### src/rtl/trace_filter_controller.sv
// Trace capture sequencer: arms on a start PC and forwards items the filter keeps.
// It stops on a stop PC and counts items seen, forwarded, and lost to a full FIFO.
module trace_filter_controller #(
    parameter int unsigned PC_WIDTH      = 64,
    parameter int unsigned INSTR_WIDTH   = 32,
    parameter int unsigned COUNTER_WIDTH = 32
) (
    input  logic                     clk,
    input  logic                     rst_n,
    input  logic                     pc_valid,
    input  logic [PC_WIDTH-1:0]      pc,
    input  logic [INSTR_WIDTH-1:0]   instr,
    input  logic                     filter_drop,
    input  logic                     fifo_full,
    input  logic                     cfg_wr_en,
    input  logic [1:0]               cfg_addr,
    input  logic [PC_WIDTH-1:0]      cfg_wdata,
    output logic                     trace_valid,
    output logic [PC_WIDTH-1:0]      trace_pc,
    output logic [INSTR_WIDTH-1:0]   trace_instr,
    output logic [1:0]               state,
    output logic [COUNTER_WIDTH-1:0] seen_count,
    output logic [COUNTER_WIDTH-1:0] fwd_count,
    output logic [COUNTER_WIDTH-1:0] overflow_count
);

    localparam int unsigned CTRL_WIDTH = 3;
    localparam logic [1:0] ADDR_CTRL     = 2'd0;
    localparam logic [1:0] ADDR_START_PC = 2'd1;
    localparam logic [1:0] ADDR_STOP_PC  = 2'd2;
    localparam logic [1:0] ADDR_CLEAR    = 2'd3;
    localparam logic [COUNTER_WIDTH-1:0] CNT_MAX = '1;

    typedef enum logic [1:0] {
        ST_DISABLED = 2'd0,
        ST_ARMED    = 2'd1,
        ST_ACTIVE   = 2'd2,
        ST_STOPPED  = 2'd3
    } state_t;

    typedef struct packed {
        logic one_shot;
        logic pass_all;
        logic enable;
    } ctrl_t;

    state_t              cur_state;
    state_t              nxt_state;
    ctrl_t               ctrl_q;
    logic [PC_WIDTH-1:0] start_pc_q;
    logic [PC_WIDTH-1:0] stop_pc_q;

    logic wr_ctrl_c;
    logic wr_start_c;
    logic wr_stop_c;
    logic wr_clear_c;
    logic start_hit_c;
    logic stop_hit_c;
    logic item_c;
    logic keep_c;
    logic fwd_c;
    logic ovf_c;

    assign wr_ctrl_c   = cfg_wr_en && (cfg_addr == ADDR_CTRL);
    assign wr_start_c  = cfg_wr_en && (cfg_addr == ADDR_START_PC);
    assign wr_stop_c   = cfg_wr_en && (cfg_addr == ADDR_STOP_PC);
    assign wr_clear_c  = cfg_wr_en && (cfg_addr == ADDR_CLEAR);
    // A zero START_PC/STOP_PC means "no address match configured".
    assign start_hit_c = (start_pc_q != '0) && (pc == start_pc_q);
    assign stop_hit_c  = (stop_pc_q != '0) && (pc == stop_pc_q);

    assign state = cur_state;

    // State register
    always_ff @(posedge clk or negedge rst_n) begin
        if (!rst_n) begin
            cur_state <= ST_DISABLED;
        end else begin
            cur_state <= nxt_state;
        end
    end

    // Next-state and per-item decode; items always use the pre-write config
    always_comb begin
        nxt_state = cur_state;
        item_c    = 1'b0;
        keep_c    = 1'b0;
        fwd_c     = 1'b0;
        ovf_c     = 1'b0;
        case (cur_state)
            ST_DISABLED: begin
                if (wr_ctrl_c && cfg_wdata[0]) begin
                    nxt_state = ST_ARMED;
                end
            end
            ST_ARMED: begin
                if (pc_valid && start_hit_c) begin
                    item_c    = 1'b1;
                    nxt_state = ST_ACTIVE;
                end else if (start_pc_q == '0) begin
                    nxt_state = ST_ACTIVE;
                end
            end
            ST_ACTIVE: begin
                item_c = pc_valid;
            end
            ST_STOPPED: begin
                if (wr_clear_c && ctrl_q.enable) begin
                    nxt_state = ST_ARMED;
                end
            end
            default: begin
                nxt_state = ST_DISABLED;
            end
        endcase
        // Stop match ends the window after the item is processed
        if (item_c && stop_hit_c) begin
            nxt_state = ctrl_q.one_shot ? ST_STOPPED : ST_ARMED;
        end
        // Disable overrides everything else
        if (wr_ctrl_c && !cfg_wdata[0]) begin
            nxt_state = ST_DISABLED;
        end
        keep_c = item_c && (ctrl_q.pass_all || !filter_drop);
        fwd_c  = keep_c && !fifo_full;
        ovf_c  = keep_c && fifo_full;
    end

    // Configuration registers
    always_ff @(posedge clk or negedge rst_n) begin
        if (!rst_n) begin
            ctrl_q     <= '0;
            start_pc_q <= '0;
            stop_pc_q  <= '0;
        end else begin
            if (wr_ctrl_c) begin
                ctrl_q <= ctrl_t'(cfg_wdata[CTRL_WIDTH-1:0]);
            end
            if (wr_start_c) begin
                start_pc_q <= cfg_wdata;
            end
            if (wr_stop_c) begin
                stop_pc_q <= cfg_wdata;
            end
        end
    end

    // Forwarded item output: one-cycle valid pulse, payload holds otherwise
    always_ff @(posedge clk or negedge rst_n) begin
        if (!rst_n) begin
            trace_valid <= 1'b0;
            trace_pc    <= '0;
            trace_instr <= '0;
        end else begin
            trace_valid <= fwd_c;
            if (fwd_c) begin
                trace_pc    <= pc;
                trace_instr <= instr;
            end
        end
    end

    // Saturating statistics; CLEAR beats a coincident count event
    always_ff @(posedge clk or negedge rst_n) begin
        if (!rst_n) begin
            seen_count     <= '0;
            fwd_count      <= '0;
            overflow_count <= '0;
        end else if (wr_clear_c) begin
            seen_count     <= '0;
            fwd_count      <= '0;
            overflow_count <= '0;
        end else begin
            if (item_c && (seen_count != CNT_MAX)) begin
                seen_count <= seen_count + COUNTER_WIDTH'(1);
            end
            if (fwd_c && (fwd_count != CNT_MAX)) begin
                fwd_count <= fwd_count + COUNTER_WIDTH'(1);
            end
            if (ovf_c && (overflow_count != CNT_MAX)) begin
                overflow_count <= overflow_count + COUNTER_WIDTH'(1);
            end
        end
    end

endmodule
### config.mk
export PLATFORM = sky130hd
export DESIGN_NAME = trace_filter_controller
export DESIGN_NICKNAME = d
export VERILOG_FILES = /design/src/rtl/trace_filter_controller.sv
export SDC_FILE = /design/constraint.sdc
export NUM_CORES = 1
export LEC_CHECK = 0
export BUFFER_PORTS_ARGS = -buffer_cell sky130_fd_sc_hd__clkbuf_2
export CAP_MARGIN = 20
export CELL_PAD_IN_SITES_DETAIL_PLACEMENT = 1
export CELL_PAD_IN_SITES_GLOBAL_PLACEMENT = 2
export CORE_ASPECT_RATIO = 1.75
export CORE_UTILIZATION = 33
export CTS_BUF_LIST = sky130_fd_sc_hd__clkbuf_8
export CTS_CLUSTER_DIAMETER = 200
export DETAILED_ROUTE_END_ITERATION = 6
export GPL_TIMING_DRIVEN = 0
export PLACE_DENSITY_LB_ADDON = 0.1
export SLEW_MARGIN = 20
export SYNTH_ARGS = -nofsm -noshare
export SYNTH_HDL_FRONTEND = slang
export SYNTH_SLANG_ARGS = --single-unit
### constraint.sdc
create_clock -name clk -period 2.66 [get_ports clk]
set_input_delay 0.399 -clock clk [delete_from_list [all_inputs] [get_ports clk]]
set_output_delay 0.399 -clock clk [all_outputs]
set_load 0.02 [all_outputs]
-- Word-level counts from Yosys, hierarchy flattened
Index checks and enable logic that the tools add are counted.
- register bits: 326
- output and inout bits: 195
- muxes and demuxes: 16
- reductions and logical operators: 31
- equality and inequality tests: 14
- add/subtract/negate cells: 3
- operator list (cell ; count):
    32-bit 2-to-1 mux ; 6
    64-bit == test ; 2
    64-bit nonzero test ; 2
    32-bit by 1-bit adder with 32-bit output, second input constant ; 3
    32-bit != test, second input constant ; 3
    64-bit zero test ; 1
    1-bit logical AND ; 17
    2-bit 2-to-1 mux ; 7
    2-bit == test, second input constant ; 4
    4-bit != test, second input constant ; 2
    2-bit one-hot mux with 3 select lines ; 1
    2-bit nonzero test ; 3
    5-bit != test, second input constant ; 1
    5-bit nonzero test ; 1
    2-bit by 1-bit == test with 1-bit output, second input constant ; 2
    2-bit zero test ; 2
    4-bit AND reduction ; 1
    1-bit zero test ; 3
    1-bit one-hot mux with 2 select lines ; 1
    1-bit logical OR ; 1
    1-bit 2-to-1 mux ; 1

-- Depth between registers and ports, before layout
Gate-level depths: netlist of the first run.
- word-level depth: 10
- gate-level depth with buffers: 12
- gate-level depth less buffers: 9

-- Least setup slack after synthesis of the first run
No wires, ideal clock.
- kind: reg-to-reg
- start: register start_pc_q[3]
- end: register trace_instr[10]
- cell stages (with the launch flop): 11
- arrival time: 2.597 ns
- setup slack: -0.062 ns
- path buffers: 1
- library setup time: 0.125 ns
- path through: dfrtp_1 -> xor2_1 -> a2111o_1 -> a2111oi_0 -> and4_1 -> nand3_2 -> a21oi_4 -> nand2b_2 -> clkinv_1 -> buf_4 -> mux2_2
- longest elaborated chain between the ends: 7
- elaborated cells on any way between the ends: 8
- classes of those cells: eq/ne (1); mux (2); reduce/logical (5)
- RTL lines (element ; RTL line ; RTL):
    start: declaration ; 50 ; logic [PC_WIDTH-1:0] start_pc_q;
    start signal: assignment ; 140 ; start_pc_q <= cfg_wdata;
    64-bit == test or 64-bit nonzero test (tied branches) ; 69 ; assign start_hit_c = (start_pc_q != '0) && (pc == start_pc_q);
    1-bit logical AND * ; 69 ;
    1-bit logical AND * ; 97 ; if (pc_valid && start_hit_c) begin
    1-bit 2-to-1 mux * ; 97 ;
    1-bit one-hot mux with 2 select lines * ; 90 ; case (cur_state)
    1-bit logical AND * ; 124 ; keep_c = item_c && (ctrl_q.pass_all || !filter_drop);
    1-bit logical AND * ; 125 ; fwd_c = keep_c && !fifo_full;
    end signal: assignment ; 158 ; trace_instr <= instr;
    end: declaration ; 20 ; output logic [INSTR_WIDTH-1:0] trace_instr,
Every way passes the cells marked *; elsewhere a longest branch is shown, timed or not.
A chain may end at the register's enable or synchronous reset.

-- Worst setup path in the final report of the first run
- start: register start_pc_q[24]
- end: register trace_pc[14]
- longest elaborated chain between the ends: 7
- elaborated cells on any way between the ends: 8
- classes of those cells: eq/ne (1); mux (2); reduce/logical (5)
- RTL lines (element ; RTL line ; RTL):
    64-bit == test or 64-bit nonzero test (tied branches) ; 69 ;
    1-bit logical AND * ; 69 ;
    1-bit logical AND * ; 97 ;
    1-bit 2-to-1 mux * ; 97 ;
    1-bit one-hot mux with 2 select lines * ; 90 ;
    1-bit logical AND * ; 124 ;
    1-bit logical AND * ; 125 ;
    end signal: assignment ; 157 ; trace_pc <= pc;
    end: declaration ; 19 ; output logic [PC_WIDTH-1:0] trace_pc,
Marks and branches as above.

==> impl_metrics.json, run 1 <==
{
  "ys_ff_latch": 326,
  "dr_wl_met3_um": 2723,
  "grt_pass1_vias": 15104,
  "io_buffers": 362,
  "swShare_pct": 30.25,
  "ys_seq_area_share_pct": 50.29,
  "setup_violations": 195,
  "dp_cells": 2405,
  "tns_ns": -80.36,
  "worstPathMaxFanout": 10,
  "synthAdderAreaFrac_pct": 0.5399,
  "cts.sinks": 326,
  "placementRows": 107,
  "clkTransAtPathRegs_ns": 0.07,
  "syn_area_um2": 16220,
  "ctsHtreeMaxLevel": 2,
  "grt_max_degree": 88,
  "wl_met1_um": 22050,
  "hp-class": "in2reg",
  "area_growth_pct": 35.23,
  "dieHeight_um": 295.3,
  "drive_above_1_share_pct": 42.61,
  "p_leak_nw": 10.29,
  "critPathCaptureType": "flop",
  "start_util_pct": 33.38,
  "tightest_slew_ns": 0.9007,
  "synth_top_family_by_area": "multiplexers",
  "cap_viol_max_count": 0,
  "place_congestion": 0.9119,
  "dp_hpwl_um": 53100,
  "die_w_um": 169.6,
  "dr_total_vias": 13757,
  "die_area_um2": 50090,
  "worstSkewPairLatency_ns": 0.62,
  "top_layer": "met4",
  "ys_warn_count": 0,
  "critPathArrivalTime_ns": 3.68,
  "synth_xor_area_share_pct": 6.263,
  "async_flop_share_pct": 100.0,
  "ios": 363,
  "placed_area_um2": 18990,
  "violations": "negative setup slack",
  "nNetsFinal": 2079,
  "fin_ws_ns": -0.5143,
  "worstPathRequired_ns": 3.16,
  "syn_nets": 1560,
  "synth-edff-count": 0,
  "power_density_nw_per_um2": 568.4,
  "p_seq_share_pct": 47.0,
  "drt-vias-per-instance": 5.293,
  "finalMaxSlewViolations": 0,
  "clkPwrFrac_pct": 37.9,
  "fin_skew_ns": 0.05209,
  "avgSynthCellArea_um2": 11.71,
  "period_share_pct": 119.3,
  "synthMuxAreaShare_pct": 18.29,
  "drt_wl_total_um": 68700,
  "fin_area_um2": 21940,
  "clockRootBuffer": "clkbuf_8",
  "slew_headroom_pct": 39.82,
  "switching_power_mw": 3.772,
  "grt_pass1_wl_um": 99770,
  "worstSetupPathType": "reg2reg",
  "overflow": 0,
  "ir_drop_mv": 0.4628,
  "hold_violations": 0,
  "antenna_found_initial": 5,
  "cts.path.max_buffers": 3,
  "met2_length_um": 39540,
  "cts_tree": "built",
  "internal_power_mw": 8.698,
  "timing.fmax_mhz": 315.0,
  "comb_power_share_pct": 15.1,
  "track_usage_pct": 27.40,
  "synth.distinct_cells": 59,
  "drt-initial-drc-count": 468,
  "core-area_um2": 48600,
  "period_minus_slack_ns": 3.174,
  "cts_inserted_buffers": 53,
  "stdcell_count": 2599,
  "yosys.area_share.simple_pct": 15.05,
  "hold_slack_ns": 0.04222,
  "synth_ff_type": "dfrtp_1",
  "synthCells": 1385,
  "post-place-ws_ns": -1.574,
  "post-route-drc-count": 0,
  "wl_per_cell_um": 26.43,
  "start_kind": "flop",
  "ant_nets": 0,
  "synth_compound_area_share_pct": 6.918,
  "first_pass_iters": 5,
  "rsz0062_at_grt": "yes",
  "status": "complete, but fails checks",
  "fillers": 5361
}
==> layout by cell type, fill, tap and decap left out, types with 7 or more instances in the layout <==
cell type / n
a21oi_1: 47
a21oi_2: 17
a31oi_1: 8
and3_1: 25
and4_1: 10
buf_4: 20
buf_6: 9
clkbuf_1: 33
clkbuf_2: 363
clkbuf_8: 72
clkinv_2: 9
dfrtp_1: 325
dlygate4sd3_1: 76
inv_1: 32
mux2_2: 164
mux2_4: 60
mux2i_1: 22
nand2_1: 68
nand2b_1: 22
nand3_1: 52
nand4_1: 41
nor2_1: 27
nor2b_1: 13
nor3_4: 7
nor4_1: 48
nor4_2: 7
nor4_4: 10
o21ai_0: 21
o31ai_1: 23
o31ai_2: 13
or3_1: 20
or4_1: 35
or4_4: 9
xnor2_1: 39
xor2_1: 76
==> registers in the layout (all words and copies together), names as in the netlist <==
name and flops:
fwd_count 32, trace_valid 1, trace_instr 32, start_pc_q 64, seen_count 32, ctrl_q 3, trace_pc 64, overflow_count 32
stop_pc_q 64, state 2
==> critical path, cell delays in order, from the launching register on <==
cell      delay, ns
dfrtp_1        0.40
xor2_1         0.19
nor4_4         0.54
nand4_1        0.35
nor4_4         0.28
buf_4          0.18
nand3_4        0.10
a21oi_4        0.21
nand2b_4       0.11
buf_12         0.17
buf_12         0.16
mux2_4         0.31
==> kinds of logic after synthesis <==
| family | Yosys count |
|---|---|
| AOI/OAI and AO/OA | 174 |
| xor gates and xnor gates | 116 |
| adders and majority gates | 7 |
| buffers and inverters | 91 |
| DFF | 326 |
| muxes | 246 |
| and+or+nand+nor | 425 |
==> per-stage QoR <==
step           power (mW)  util (%)
6_report            12.47     45.14
5_1_grt             12.93     45.14
4_1_cts             12.59     44.33
3_5_place_dp        7.640     39.07
3_3_place_gp        7.578     38.81
2_1_floorplan       6.603         -
==> layer usage <==
layer,vias to the layer above,GRT usage (%)
met5,-,0
met4,0,16.22
met3,147,4.190
met2,386,54.73
met1,7052,25.56
li1,6172,-
==> area by class of cell <==
| class | instances | area, µm² | area share (%) |
|---|---|---|---|
| diodes | 4 | 10.01 | 0.04563 |
| clock inverters | 26 | 205.2 | 0.9353 |
| flip-flops and latches | 326 | 8159 | 37.19 |
| repair buffers | 465 | 2915 | 13.29 |
| well taps | 654 | 818.3 | 3.730 |
| clock buffers | 66 | 908.4 | 4.141 |
| plain buffers | 67 | 560.5 | 2.555 |
| inverters | 22 | 87.58 | 0.3992 |
| multi-input cells | 969 | 8274 | 37.72 |
==> power by group through the flow <==
stage | registers, mW | logic [mW] | clock network, mW
2_1_floorplan | 5.72 | 0.885 | 0
3_3_place_gp | 5.92 | 1.66 | 0
3_5_place_dp | 5.93 | 1.71 | 0
4_1_cts | 5.85 | 1.87 | 4.87
5_1_grt | 5.89 | 2.00 | 5.04
6_report | 5.86 | 1.88 | 4.73
==> cells in the mapped netlist, types with 3 or more instances <==
master       n  area share [%]
xnor2_1     39             2.1
nor3_1      14            0.43
clkbuf_1    49             1.1
buf_4        3            0.14
and4_1      11            0.59
a21oi_1     65             2.0
nor4_1      64             2.5
nand2_1     69             1.6
nand3_1     52             1.6
inv_1       20            0.46
mux2i_1     22             1.4
or3_1       20            0.77
a31o_2       6            0.32
mux2_2     164              11
o21ai_0     23            0.71
nand2b_1    22            0.85
o21a_1       3            0.14
ha_1         7            0.54
or4_1       44             2.0
and3_1      26             1.0
nand4_1     41             1.6
and2_1       7            0.27
o31ai_1     40             1.9
a41o_1       4            0.25
nor2_1      29            0.67
a31oi_1      8            0.31
nor2b_1     13            0.50
xor2_1      77             4.2
nand3b_1     4            0.19
buf_6        9            0.62
dfrtp_1    326              50
mux2_4      60             5.6
a2111oi_0    3            0.16
a211oi_1     3            0.14
o22ai_1      4            0.15
buf_2        6            0.19
==> path summary, 6_finish.rpt <==
check                                      from                end  slack (ns)  cells past startpoint
worst max-delay path             start_pc_q[24]       trace_pc[14]       -0.51                     11
worst min-delay path              cfg_wdata[57]     start_pc_q[57]        0.04                      2
worst max register to register   start_pc_q[24]       trace_pc[14]       -0.51                     11
worst min register to register  trace_instr[18]    trace_instr[18]        0.50                      1
max in group asynchronous                 rst_n  overflow_count[0]        1.26                      4
min in group asynchronous                 rst_n     seen_count[13]        0.27                      2
==> timing repair <==
item                                    CTS  global route
setup buffers                            11             7
hold buffers                             76             0
endpoints found under the setup margin  195           195
pin swaps                                17            15
resized for setup                       125            71
endpoints found under the hold margin   135             0
gates cloned                              4             2
No activity file was read; power rests on OpenSTA's default activity.
==> run 2, diff against run 1 <==
Settings changed: CORE_ASPECT_RATIO 1.75 to 1.25.
==> impl_metrics.json, run 2 (synthesis gave the netlist of run 1 again) <==
{
  "io_buffers": 362,
  "period_minus_slack_ns": 3.060,
  "stdcell_count": 2679,
  "fin_skew_ns": 0.04436,
  "grt_pass1_vias": 15415,
  "post-route-drc-count": 0,
  "setup_violations": 186,
  "dp_cells": 2395,
  "ir_drop_mv": 0.3584,
  "first_pass_iters": 7,
  "worstSkewPairLatency_ns": 0.69,
  "drt_wl_total_um": 67920,
  "nNetsFinal": 2162,
  "place_congestion": 0.8712,
  "fin_ws_ns": -0.3996,
  "start_kind": "flop",
  "post-place-ws_ns": -1.928,
  "ios": 363,
  "cts.path.max_buffers": 3,
  "die_area_um2": 50060,
  "placed_area_um2": 18970,
  "slew_headroom_pct": 34.64,
  "clockRootBuffer": "clkbuf_8",
  "cp_top_family": "simple AND/OR/NAND/NOR gates",
  "timing.fmax_mhz": 326.8,
  "dr_wl_met3_um": 2522,
  "worstPathCellList": "xor2_2 > nor4_4 > nand4_1 > nor4_4 > buf_4 > nand3_4 > a21oi_4 > nand2b_4 > buf_12 > clkbuf_16 > mux2_4",
  "drt-vias-per-instance": 5.281,
  "tightest_slew_ns": 0.9804,
  "core-area_um2": 48420,
  "mostFrequentLayoutCell": "clkbuf_2",
  "wl_met1_um": 25610,
  "worstSetupPathType": "reg2reg",
  "period_share_pct": 115.0,
  "reg.largest.list": "start_pc_q: 64 flops, stop_pc_q: 64 flops, trace_pc: 64 flops",
  "met2_length_um": 36540,
  "power_density_nw_per_um2": 555.9,
  "cts_tree": "built",
  "dp_hpwl_um": 48240,
  "die_w_um": 200.3,
  "cp_num_buf_inv": 3,
  "ant_nets": 0,
  "fin_area_um2": 23890,
  "finalMaxSlewViolations": 0,
  "clkTransAtPathRegs_ns": 0.07,
  "hold_violations": 0,
  "cp_common_cell": "nor4_4",
  "dieHeight_um": 249.9,
  "power_mw": 13.28,
  "drt-initial-drc-count": 502,
  "fillers": 5213,
  "violations": "negative setup slack",
  "rsz0062_at_grt": "yes",
  "tns_ns": -55.23,
  "overflow": 0,
  "worstPathRequired_ns": 3.22,
  "area_growth_pct": 47.28,
  "placementRows": 90,
  "hp-class": "in2reg",
  "ctsHtreeMaxLevel": 2,
  "dr_total_vias": 14149,
  "cts.sinks": 326,
  "grt_max_degree": 86,
  "critPathCaptureType": "flop",
  "track_usage_pct": 26.27,
  "post-route-util_pct": 49.34,
  "slowest_delay_ns": 0.41,
  "cts_inserted_buffers": 57,
  "antenna_found_initial": 3,
  "status": "complete, but fails checks",
  "wl_per_cell_um": 25.35,
  "cap_viol_max_count": 0,
  "hold_slack_ns": 0.02883,
  "drive_above_1_share_pct": 47.20,
  "final_cell_mix": "361 x clkbuf_2, 318 x dfrtp_1, 132 x mux2_2",
  "start_util_pct": 33.50,
  "slowest_stage": "dfrtp_1",
  "top_layer": "met5",
  "p_leak_nw": 11.05,
  "worstPathMaxFanout": 6,
  "critPathArrivalTime_ns": 3.62,
  "grt_pass1_wl_um": 98970
}
-- run 2: changes by cell type in the layout (fill, tap and decap cells not counted), moves of 17 or more --
cell	before	now
mux2_4	60	92
o31ai_1	23	5
buf_6	9	32
mux2_2	164	132
o21ai_0	21	4
dlygate4sd3_1	76	119
-- run 2: metal layers --
metal  track usage (%)  vias up
met3             3.695      132
li1                  -     6348
met1             29.12     7307
met4             12.32        4
met5                 0        -
met2             49.09      358
-- run 2: timing repair --
item                                    4_1_cts  5_1_grt
pin swaps                                   100       49
cloned                                       11       10
setup buffers                                31       21
hold buffers                                119        0
endpoints found under the setup margin      195      195
hold endpoints to repair                    454        0
resized for setup                           242      165
-- run 2: worst reg2reg max path, cell delays in order (launching register included) --
cell and delay, ns:
dfrtp_1 0.41, xor2_2 0.17, nor4_4 0.41, nand4_1 0.33, nor4_4 0.24, buf_4 0.19, nand3_4 0.10, a21oi_4 0.19
nand2b_4 0.19, buf_12 0.21, clkbuf_16 0.20, mux2_4 0.30
-- run 2: area by class of cell --
class	instances	area (µm²)	share of cell area [%]
Antenna cell	1	2.502	0.01047
Buffer	59	568.0	2.377
Clock buffer	69	949.7	3.975
Clock inverter	37	391.6	1.639
Inverter	22	95.09	0.3980
Multi-Input combinational cell	969	8882	37.18
Sequential cell	326	8168	34.19
Tap cell	644	805.8	3.372
Timing Repair Buffer	552	4030	16.87
-- run 2: worst paths after layout --
check	from	to	slack, ns	cells after the start
min in group asynchronous	rst_n	seen_count[17]	0.19	2
hold / removal	cfg_wdata[1]	start_pc_q[1]	0.03	2
setup reg to reg	start_pc_q[11]	trace_pc[12]	-0.40	11
max in group asynchronous	rst_n	trace_instr[22]	1.71	3
hold reg to reg	trace_pc[2]	trace_pc[2]	0.51	1
setup / recovery	start_pc_q[11]	trace_pc[12]	-0.40	11
-- run 2: where the power goes --
group | leakage, nW | switching (mW) | internal, mW
clock | 0.732 | 2.38 | 3.15
sequential | 4.26 | 0.493 | 5.35
combinational | 6.06 | 1.01 | 0.899
total | 11.1 | 3.88 | 9.40
==> run 3, diff against run 2 <==
Settings changed: RECOVER_POWER from default to 50.
==> impl_metrics.json, run 3 (synthesis gave the netlist of run 1 again) <==
{
  "p_seq_share_pct": 44.0,
  "mostFrequentLayoutCell": "clkbuf_2",
  "rsz0062_at_grt": "yes",
  "slew_headroom_pct": 17.48,
  "cp_common_cell": "nor4_4",
  "slowest_stage": "dfrtp_1",
  "place_congestion": 0.8712,
  "period_share_pct": 115.1,
  "worstSetupEndpoint": "trace_pc[12]",
  "fin_skew_ns": 0.04337,
  "first_pass_iters": 5,
  "post-place-ws_ns": -1.928,
  "worstPathMaxFanout": 6,
  "stdcell_count": 2679,
  "period_minus_slack_ns": 3.062,
  "regArea_um2": 8168,
  "internal_power_mw": 9.386,
  "placed_area_um2": 18970,
  "fin_area_um2": 23800,
  "antenna_found_initial": 3,
  "slowest_delay_ns": 0.41,
  "cts.path.max_buffers": 3,
  "drt-vias-per-instance": 5.276,
  "hold_violations": 0,
  "post-route-drc-count": 0,
  "cts_tree": "built",
  "finalMaxSlewViolations": 0,
  "fin_ws_ns": -0.4024,
  "switching_power_mw": 3.880,
  "power_density_nw_per_um2": 557.4,
  "clkTransAtPathRegs_ns": 0.07,
  "clockRootBuffer": "clkbuf_8",
  "min_path_cells": 2,
  "grt_pass1_vias": 15415,
  "drt-initial-drc-count": 451,
  "dp_cells": 2395,
  "ant_nets": 0,
  "dp_hpwl_um": 48240,
  "overflow": 0,
  "area_growth_pct": 46.71,
  "cp_top_family": "simple AND/OR/NAND/NOR gates",
  "dieHeight_um": 249.9,
  "grt_max_degree": 86,
  "power_mw": 13.27,
  "track_usage_pct": 26.27,
  "io_buffers": 362,
  "reg.largest.list": "start_pc_q: 64 flops, stop_pc_q: 64 flops, trace_pc: 64 flops",
  "violations": "negative setup slack",
  "status": "complete, but fails checks",
  "hp-class": "in2reg",
  "final_cell_mix": "360 x clkbuf_2, 318 x dfrtp_1, 132 x mux2_2",
  "r2r-start": "start_pc_q[11]",
  "setup_violations": 187,
  "worst-path-stages": 11,
  "die_area_um2": 50060,
  "cp_num_buf_inv": 3,
  "r2r_slack_ns": -0.40,
  "worstSetupPathType": "reg2reg",
  "dr_total_vias": 14134,
  "multiInputGateArea_um2": 8882,
  "worstSkewPairLatency_ns": 0.69,
  "drive_above_1_share_pct": 47.10,
  "swShare_pct": 29.25,
  "worstPathRequired_ns": 3.22,
  "worstPathCellList": "xor2_2 > nor4_4 > nand4_1 > nor4_4 > buf_4 > nand3_4 > a21oi_4 > nand2b_4 > buf_12 > clkbuf_16 > mux2_4",
  "critPathArrivalTime_ns": 3.62,
  "clkPwrFrac_pct": 41.8,
  "critPathCaptureType": "flop",
  "p_leak_nw": 11.01,
  "cts.sinks": 326,
  "start_kind": "flop",
  "fillers": 5223,
  "cts_inserted_buffers": 57,
  "ctsHtreeMaxLevel": 2,
  "tns_ns": -56.58,
  "drt_wl_total_um": 67930,
  "core-area_um2": 48420,
  "comb_power_share_pct": 14.2,
  "cap_viol_max_count": 0,
  "r2r_cells": 11,
  "worstSetupStartpoint": "start_pc_q[11]",
  "ios": 363,
  "placementRows": 90,
  "wl_per_cell_um": 25.36,
  "die_w_um": 200.3,
  "r2r-end": "trace_pc[12]",
  "nNetsFinal": 2162,
  "ir_drop_mv": 0.3584,
  "start_util_pct": 33.50,
  "timing.fmax_mhz": 326.5,
  "grt_pass1_wl_um": 98970,
  "tightest_slew_ns": 1.238
}
==> run 3: cell count changes in the layout (fill, tap and decap cells not counted), sizes merged <==
cell / change
clkbuf: +4
buf: -4
==> run 3: what timing repair did <==
item	4_1_cts	5_1_grt
cloned	11	10
hold buffers	119	0
buffers inserted	31	21
setup endpoints to repair	195	195
gates resized for setup	242	165
pin swaps	100	49
hold endpoints to repair	454	0
==> run 3: worst min-delay path by stage <==
| stage | start | to | slack, ns |
|---|---|---|---|
| detailed placement | rst_n | seen_count[17] | 0.30 |
| CTS | pc[4] | trace_pc[4] | 0.0001 |
| global placement | trace_pc[0] | trace_pc[0] | 0.49 |
| floorplan | rst_n | ctrl_q[0] | 0.10 |
| finish | cfg_wdata[1] | start_pc_q[1] | 0.03 |
| global route | pc[35] | trace_pc[35] | 0.02 |
==> run 3: stage by stage <==
stage / util (%) / hold slack (ns)
2_1_floorplan: - / 0.1034
3_5_place_dp: 39.17 / 0.3047
6_report: 49.16 / 0.02838
5_1_grt: 49.16 / 0.02012
4_1_cts: 47.43 / 0.0001111
3_3_place_gp: 38.93 / 0.4895
==> run 3: power by group through the flow <==
stage	registers (mW)	logic, mW	clock network, mW
3_5_place_dp	5.88	1.63	0
2_1_floorplan	5.72	0.885	0
6_report	5.84	1.89	5.54
5_1_grt	5.88	2.01	5.84
4_1_cts	5.81	1.85	5.68
3_3_place_gp	5.88	1.58	0
==> run 3: area by class of cell <==
| class | instances | area share [%] |
|---|---|---|
| diodes | 1 | 0.01051 |
| plain buffers | 59 | 2.387 |
| clock buffers | 69 | 3.990 |
| clock inverters | 37 | 1.645 |
| inverters | 22 | 0.3995 |
| multi-input cells | 969 | 37.32 |
| flip-flops and latches | 326 | 34.32 |
| well taps | 644 | 3.385 |
| repair buffers | 552 | 16.55 |
==> run 3: layer usage <==
layer | track usage (%) | vias to the layer above | share of wire (%)
met5 | 0 | - | 0.038
met4 | 12.32 | 4 | 4.8
met3 | 3.695 | 135 | 3.6
met2 | 49.09 | 359 | 54
met1 | 29.12 | 7295 | 38
li1 | - | 6341 | -
